## src/rtl/range_divider.sv

```systemverilog
// Per-range multiplier-window generator: for K = 1..K_MAX it serially divides the
// range bounds by 10^K+1 and emits one clamped, division-ROM-format entry per K.
module range_divider #(
  parameter int WIDTH = 40,
  parameter int K_MAX = 12
) (
  input  logic             clk,
  input  logic             rst,
  input  logic             in_valid,
  output logic             in_ready,
  input  logic [WIDTH-1:0] in_lo,
  input  logic [WIDTH-1:0] in_hi,
  output logic             out_valid,
  input  logic             out_ready,
  output logic [95:0]      out_entry,
  output logic             out_last,
  output logic             busy
);

  localparam int DW = WIDTH + 1;  // dividend / divisor width
  localparam int RW = WIDTH + 2;  // shifted partial remainder width
  localparam logic [3:0] K_LAST = 4'(K_MAX);

  typedef enum logic [2:0] {
    S_IDLE, S_SETUP, S_DIV_HI, S_DIV_LO, S_CLAMP, S_EMIT
  } state_t;

  state_t           state_q, state_d;
  logic [3:0]       k_q;
  logic [WIDTH-1:0] lo_q, hi_q, lo_bound_q, hi_bound_q, q_hi_q, quot_q;
  logic [DW-1:0]    c_q, dvd_q, rem_q;
  logic [5:0]       cnt_q;
  logic [95:0]      entry_q, entry_d;
  logic             last_q;

  function automatic logic [DW-1:0] pow10(input logic [3:0] n);
    case (n)
      4'd0:    pow10 = DW'(64'd1);
      4'd1:    pow10 = DW'(64'd10);
      4'd2:    pow10 = DW'(64'd100);
      4'd3:    pow10 = DW'(64'd1000);
      4'd4:    pow10 = DW'(64'd10000);
      4'd5:    pow10 = DW'(64'd100000);
      4'd6:    pow10 = DW'(64'd1000000);
      4'd7:    pow10 = DW'(64'd10000000);
      4'd8:    pow10 = DW'(64'd100000000);
      4'd9:    pow10 = DW'(64'd1000000000);
      4'd10:   pow10 = DW'(64'd10000000000);
      4'd11:   pow10 = DW'(64'd100000000000);
      4'd12:   pow10 = DW'(64'd1000000000000);
      default: pow10 = '0;
    endcase
  endfunction

  logic [DW-1:0] pow_k, pow_km1;
  assign pow_k   = pow10(k_q);
  assign pow_km1 = pow10(k_q - 4'd1);

  // One restoring-division step: the sign of a single subtract decides the quotient bit.
  logic [RW-1:0]    rem_shift;
  logic [RW:0]      diff;
  logic             q_bit;
  logic [DW-1:0]    rem_next;
  logic [WIDTH-1:0] quot_next;
  logic             div_done;
  logic             unused_diff_hi;

  assign rem_shift      = {rem_q, dvd_q[DW-1]};
  assign diff           = {1'b0, rem_shift} - {2'b00, c_q};
  assign q_bit          = ~diff[RW];
  assign rem_next       = q_bit ? diff[DW-1:0] : rem_shift[DW-1:0];
  assign quot_next      = {quot_q[WIDTH-2:0], q_bit};
  assign div_done       = (cnt_q == 6'(DW - 1));
  assign unused_diff_hi = ^{diff[RW-1:DW], rem_shift[RW-1]};

  logic [WIDTH-1:0] xs, xe;
  logic             vld;

  always_comb begin
    xs      = (quot_q < lo_bound_q) ? lo_bound_q : quot_q;
    xe      = (q_hi_q < hi_bound_q) ? q_hi_q : hi_bound_q;
    vld     = (xs <= xe) && (lo_q <= hi_q);
    entry_d = '0;
    entry_d[80] = vld;
    if (vld) begin
      entry_d[39:0]  = 40'(xs);
      entry_d[79:40] = 40'(xe);
    end
  end

  always_ff @(posedge clk) begin
    if (rst) state_q <= S_IDLE;
    else     state_q <= state_d;
  end

  always_comb begin
    state_d = state_q;
    case (state_q)
      S_IDLE:   if (in_valid) state_d = S_SETUP;
      S_SETUP:  state_d = S_DIV_HI;
      S_DIV_HI: if (div_done) state_d = S_DIV_LO;
      S_DIV_LO: if (div_done) state_d = S_CLAMP;
      S_CLAMP:  state_d = S_EMIT;
      S_EMIT:   if (out_ready) state_d = (k_q == K_LAST) ? S_IDLE : S_SETUP;
      default:  state_d = S_IDLE;
    endcase
  end

  always_comb begin
    in_ready  = (state_q == S_IDLE);
    out_valid = (state_q == S_EMIT);
    busy      = (state_q != S_IDLE);
  end

  assign out_entry = entry_q;
  assign out_last  = last_q;

  always_ff @(posedge clk) begin
    if (rst) begin
      k_q        <= '0;
      lo_q       <= '0;
      hi_q       <= '0;
      lo_bound_q <= '0;
      hi_bound_q <= '0;
      q_hi_q     <= '0;
      quot_q     <= '0;
      c_q        <= '0;
      dvd_q      <= '0;
      rem_q      <= '0;
      cnt_q      <= '0;
      entry_q    <= '0;
      last_q     <= 1'b0;
    end else begin
      case (state_q)
        S_IDLE: begin
          if (in_valid) begin
            lo_q <= in_lo;
            hi_q <= in_hi;
            k_q  <= 4'd1;
          end
        end
        S_SETUP: begin
          c_q        <= pow_k + DW'(1);
          lo_bound_q <= WIDTH'(pow_km1);
          hi_bound_q <= WIDTH'(pow_k - DW'(1));
          dvd_q      <= {1'b0, hi_q};
          rem_q      <= '0;
          quot_q     <= '0;
          cnt_q      <= '0;
        end
        S_DIV_HI: begin
          if (div_done) begin
            // Second pass divides lo + c - 1 so the floor quotient becomes ceil(lo / c).
            q_hi_q <= quot_next;
            dvd_q  <= {1'b0, lo_q} + c_q - DW'(1);
            rem_q  <= '0;
            quot_q <= '0;
            cnt_q  <= '0;
          end else begin
            dvd_q  <= {dvd_q[DW-2:0], 1'b0};
            rem_q  <= rem_next;
            quot_q <= quot_next;
            cnt_q  <= cnt_q + 6'd1;
          end
        end
        S_DIV_LO: begin
          dvd_q  <= {dvd_q[DW-2:0], 1'b0};
          rem_q  <= rem_next;
          quot_q <= quot_next;
          cnt_q  <= cnt_q + 6'd1;
        end
        S_CLAMP: begin
          entry_q <= entry_d;
          last_q  <= (k_q == K_LAST);
        end
        S_EMIT: begin
          if (out_ready && (k_q != K_LAST)) k_q <= k_q + 4'd1;
        end
        default: ;
      endcase
    end
  end

endmodule
```

## config.mk

```make
export PLATFORM = sky130hd
export DESIGN_NAME = range_divider
export DESIGN_NICKNAME = d
export VERILOG_FILES = /design/src/rtl/range_divider.sv
export SDC_FILE = /design/constraint.sdc
export NUM_CORES = 2
export LEC_CHECK = 0
export ABC_AREA = 1
export CORE_AREA = 5 5 246 248
export CTS_CLUSTER_DIAMETER = 80
export DETAILED_ROUTE_END_ITERATION = 8
export DIE_AREA = 0 0 251 253
export HOLD_SLACK_MARGIN = 0.05
export PLACE_DENSITY = 0.74
export SYNTH_ARGS = -nofsm -noshare
export SYNTH_HDL_FRONTEND = slang
export SYNTH_SLANG_ARGS = --single-unit
```

## constraint.sdc

```tcl
create_clock -name clk -period 5.65 [get_ports clk]
set_input_delay 1.13 -clock clk [delete_from_list [all_inputs] [get_ports clk]]
set_output_delay 1.13 -clock clk [all_outputs]
set_load 0.05 [all_outputs]
```

# ---- Yosys cells after proc, flatten, opt, wreduce, memory -nomap -nowiden
# Memory sizes are Yosys's and may differ from the RTL's. A register that Yosys moved wholly into a read port is not among the register bits.
# Cells that the tools add are included.
# W data, S select, Z words.
dict set report word_totals {
  regBits 418
  romBits 1280
  input_bits 84
  output_inout_bits 100
  word_cells 74
  n_memories 2
}
# name words width rd rd_ports_with_merged_regs wr line_no
set mem_list {}
lappend mem_list {{(name not given)} 16 40 1 1 0 37} ;# case (n)
lappend mem_list {{(name not given)} 16 40 1 1 0 37}
dict set report classes {
  addsub 8
  n_lt_le_gt_ge 4
  n_eq_ne 13
  n_mux 23
  bitwise 1
  n_reduce_logical 10
}
# op count
set ops {}
lappend ops {{$pmux W41 S3} 2}
lappend ops {{$mux W41} 3}
lappend ops {{$mux W40} 3}
lappend ops {{$pmux W40 S3} 1}
lappend ops {{$le A40 B40 Y1} 2}
lappend ops {{$lt A40 B40 Y1} 2}
lappend ops {{$mux W80} 1}
lappend ops {{$sub A42 B41 Y43} 1}
lappend ops {{$add A40 B41 Y41} 1}
lappend ops {{$add A41 B1 Y41 const B} 1}
lappend ops {{$sub A41 B1 Y41 const B} 1}
lappend ops {{$sub A40 B1 Y40 const B} 1}
lappend ops {{$pmux W3 S6} 1}
lappend ops {{$pmux W6 S3} 1}
lappend ops {{$mux W4} 4}
lappend ops {{$mux W3} 4}
lappend ops {{$pmux W4 S2} 1}
lappend ops {{$add A6 B1 Y6 const B} 1}
lappend ops {{$eq A3 B2 Y1 const B} 2}
lappend ops {{$eq A3 B3 Y1 const B} 2}
lappend ops {{$eq A6 B6 Y1 const B} 1}
lappend ops {{$mux W6} 1}
lappend ops {{$ne A2 B2 Y1 const B} 3}
lappend ops {{$reduce_bool A3 Y1} 2}
lappend ops {{other kinds (14)} 17}

# ---- Longest topological paths before layout
dict set report depth {
  depth_word 6
  mapped_depth 33
  depth_no_buf 31
}

# ---- Least setup slack after synthesis
# Ideal clock, no wire load.
dict set report synth_timing {
  path_kind {flip-flop to flip-flop}
  from {reg lo_bound_q[38]}
  to {reg entry_q[77] (netlist: out_entry[77])}
  setup_time_ns 0.073
  arrival_time_ns 3.292
  required_time_ns 5.577
  path_slack_ns 2.285
  path_stages_with_launch 26
  path_buffers 3
  synth_period_minus_slack_ns 3.365
  path_cell_list {dfxtp_1 > inv_1 > ha_1 > a21o_1 > o21bai_1 > nand2_1 > a21oi_2 > nand3_2 > buf_6 > buf_4 > nand2_1 > nand2_1 > ha_1 > nand2_1 > nor2_1 > and2_1 > nand3_1 > nor2_1 > nand2_1 > nand3_1 > nand2_1 > nand2_1 > nor2_2 > buf_2 > nand2_1 > a21oi_1}
}
dict set report synth_via {
  elab_chain_cells 5
}
# item line_no
set synth_rtl {}
lappend synth_rtl {{from (decl)} 30} ;# logic [WIDTH-1:0] lo_q, hi_q, lo_bound_q, hi_bound_q, q_hi_q, quot_q;
lappend synth_rtl {{$lt A40 B40 Y1} 80} ;# xs = (quot_q < lo_bound_q) ? lo_bound_q : quot_q;
lappend synth_rtl {{$mux W40 *} 80}
lappend synth_rtl {{$le A40 B40 Y1 *} 82} ;# vld = (xs <= xe) && (lo_q <= hi_q);
lappend synth_rtl {{$logic_and A1 B1 Y1 *} 82}
lappend synth_rtl {{$mux W80 *} 85} ;# if (vld) begin
lappend synth_rtl {{to (signal assigned)} 173} ;# entry_q <= entry_d;
lappend synth_rtl {{to (decl)} 33} ;# logic [95:0] entry_q, entry_d;
# Mark *: on every way between the ends. The rest lies on a longest branch, timed or not.
# A chain may end at the register's enable or synchronous reset.

# ---- Worst setup path in the final report
dict set report layout_timing {
  from {reg hi_bound_q[5]}
  to {reg entry_q[67] (netlist: out_entry[67])}
}
dict set report layout_via {
  elab_chain_cells 5
}
# item line_no
set layout_rtl {}
lappend layout_rtl {{from (decl)} 30}
lappend layout_rtl {{from (signal assigned)} 145} ;# hi_bound_q <= WIDTH'(pow_k - DW'(1));
lappend layout_rtl {{$lt A40 B40 Y1} 81} ;# xe = (q_hi_q < hi_bound_q) ? q_hi_q : hi_bound_q;
lappend layout_rtl {{$mux W40 *} 81}
lappend layout_rtl {{$le A40 B40 Y1} 82}
lappend layout_rtl {{$logic_and A1 B1 Y1} 82}
lappend layout_rtl {{$mux W80 *} 85}
# Marked as above.

==> impl_results.md <==
* Crit path top cell by count: nand2_1
* PnR worst setup slack at 1.073 ns
* HP Class: flop to flop
* CTS tree: yes
* Worst-case clock buffer depth at 3
* Post-Synthesis Cell Area at 31630 sq um
* Final setup vio count at 0
* Total Nets Final at 5216
* Worst endpoint required time at 6.18 ns
* CTS H-tree lvls at 2
* Initial antenna violation count at 0
* Maximum VDD drop at 0.4296 mV
* Slew margin rel. at 30.73%
* Sum Neg Setup Slack at 0 ns
* Die height at 253 um
* Hold Crit Depth at 2
* Post-Layout Cell Count at 5646
* Core Rows at 89
* Post-CTS Setup Bufs at 0
* Fmax at 0.2185 GHz
* Via/cell ratio at 5.523
* GR peak layer: met1
* Hold Violations, Final at 0
* WP data arrival at 5.11 ns
* Critical path endpoint category: flop
* Most common cell after layout, fill and taps aside: nand2_1
* Post-synthesis async set-or-reset flop share at 0%
* Min Clock Period, post-route at 4.577 ns
* Crit Path Max Fanout at 81
* Die area at 63500 sq um
* Seq/Total Area, Yosys at 30.44%
* Total wire length at 99740 um
* Status: complete, no violations
* CORE AREA at 58240 sq um
* Post-DRT Antenna Nets at 0
* CTS Buf Count at 53
* Global Route met2 Usage at 41.67%
* WS Path Type: flop to flop
* Gr usage total at 29.97%
* Initial drt markers at 3459
* Met3 GRT Util at 5.629%
* RSZ-0062 raised after global routing: false
* Number of max-cap violations at 0
* Crit path launch type: flop
* Pre-CTS WS at 1.188 ns
* Vias in the first global route at 27.51k
* GRT met1 Usage at 46.96%
* LEAKAGE at 16.66 nW
* Area Overhead vs Synth at 12.17%
* Power Dens Cells at 575.6 nW/um^2
* Post-Synthesis Cells at 4784
* Fin util at 60.92%
* N_diodes at 0
* CP max stage delay at 0.44 ns
* Placed Instances at 5553
* Ys flop type: dfxtp_1
* CTS root buf: clkbuf_16
* Top Ports at 184
* Routed len/inst at 17.67 um
* Clock-pin slew on the worst setup and hold paths at 0.06 ns
* Global placement routability congestion at 1.021
* EDFF count, synth at 0
* Layout cell share with drive strength beyond 1 at 4.864%
* Router iterations before antenna repair at 6
* Die X at 251 um
* Least-Margin Pin Slew at 1.039 ns
* Avg Inst Size Synth at 6.612 sq um
* Pin count of the biggest net entering global routing at 95
* Most frequent cells in the layout: nand2_1, inv_1, a21oi_1
* Initial Util at 54.31%
* Dpl hpwl at 76410 um
* Slew Viols, Final at 0
* Worst reg2reg path depth at 25
* Yosys reg bits at 481
* Layout Skew at 0.02432 ns
* Drt drc at 0
* Post-synth cell types at 58
* Final worst path period share at 81.01%
* PortBufs at 168
* Worst-Skew Late Latency at 0.64 ns
* Post_cts resized at 0
* First-pass GRT wire length at 153900 um
* Gr ovfl total at 0
* Yosys warns at 0
* Clk sinks at 481
* Crit path max-delay cell type: dfxtp_1
* # hold bufs at CTS at 0
* Vias at 31.18k
synthesized netlist by cell type, types with 8 or more instances:
cell type / n / area (sq um)
o211ai_1: 14 / 105.1
nand3_2: 9 / 90.09
a21o_1: 8 / 60.06
ha_1: 295 / 3691
nand2_2: 9 / 56.30
nor2_1: 314 / 1179
xor2_1: 45 / 394.1
or2_2: 11 / 68.82
nand3b_1: 12 / 90.09
nand4_1: 91 / 569.3
dfxtp_1: 481 / 9629
o21ai_0: 267 / 1336
nor4_1: 13 / 81.33
a211oi_1: 8 / 60.06
nor3_1: 42 / 210.2
a21oi_2: 15 / 131.4
inv_2: 13 / 48.80
o211ai_2: 15 / 187.7
buf_1: 20 / 75.07
o22ai_1: 41 / 256.5
a21oi_1: 523 / 2618
clkbuf_1: 133 / 499.2
nand3_1: 181 / 905.9
o21a_1: 11 / 82.58
xnor2_1: 21 / 183.9
o21bai_1: 14 / 105.1
buf_2: 31 / 155.2
inv_1: 790 / 2965
a221oi_1: 34 / 297.8
o21ai_2: 25 / 219.0
o21ai_1: 17 / 85.08
nand2_1: 1203 / 4516
buf_4: 19 / 142.6
nor2_2: 10 / 62.56
final timing paths:
| check | end | slack [ns] | from |
|---|---|---|---|
| hold / removal | out_entry[51] | 0.46 | out_entry[51] |
| hold reg to reg | out_entry[51] | 0.46 | out_entry[51] |
| setup / recovery | out_entry[67] | 1.07 | hi_bound_q[5] |
| setup reg to reg | out_entry[67] | 1.07 | hi_bound_q[5] |
worst max-delay path, delay by kind of cell, from the launching register on:
kind                     cells  cell delay, ns
AO/OA/AOI/OAI                4            0.66
adder cells (fa/ha/maj)      2            0.61
buffers and inverters        5            1.25
flip-flops                   1            0.44
AND/OR/NAND/NOR             14            1.42
flip-flops by register name, summed over array words and instances, names as in the netlist:
register,flops
c_q,40
cnt_q,6
dvd_q,41
hi_bound_q,40
hi_q,40
k_q,4
lo_bound_q,32
lo_q,40
out_entry,81
out_last,1
pow_k,32
q_hi_q,40
quot_q,40
rem_q,41
state_q,3
per-layer routing:
| layer | vias to the layer above | share of wire, % | wire [um] |
|---|---|---|---|
| li1 | 15540 | - | - |
| met1 | 14250 | 48 | 47460 |
| met2 | 1254 | 39 | 39210 |
| met3 | 142 | 10 | 10430 |
| met4 | 0 | 2.6 | 2632 |
| met5 | - | 0 | 0 |
cell families after synthesis:
family | synth area share, %
AND/OR/NAND/NOR | 25.31
other | 0.01186
flip-flops | 30.44
buffers and inverters | 12.55
adder cells (fa/ha/maj) | 11.80
XOR/XNOR | 1.828
AO/OA/AOI/OAI | 18.07
area by class of cell:
cell class                      count  area (sq um)
Sequential cell                   481          9629
Timing Repair Buffer              191          1896
Fill cell                        5561         22760
Tap cell                          773         967.2
Clock buffer                       67          1469
Inverter                          804          3028
Clock inverter                     26         367.9
Multi-Input combinational cell   3304         18120
through the flow:
stage	total power, W	hold WS (ns)	instance area [sq um]
2_1_floorplan	0.01354	0.4453	31680
3_3_place_gp	0.01640	0.4522	33640
4_1_cts	0.02022	0.4638	35480
3_5_place_dp	0.01651	0.4547	33640
5_1_grt	0.02214	0.4785	35480
6_report	0.02042	0.4617	35480
power by group:
group | internal, W | switching, W | leakage, nW
sequential | 0.00397 | 0.000428 | 3.91
combinational | 0.00381 | 0.00856 | 11.8
clock | 0.00216 | 0.00150 | 0.906
No activity file was read; power rests on OpenSTA's default activity.
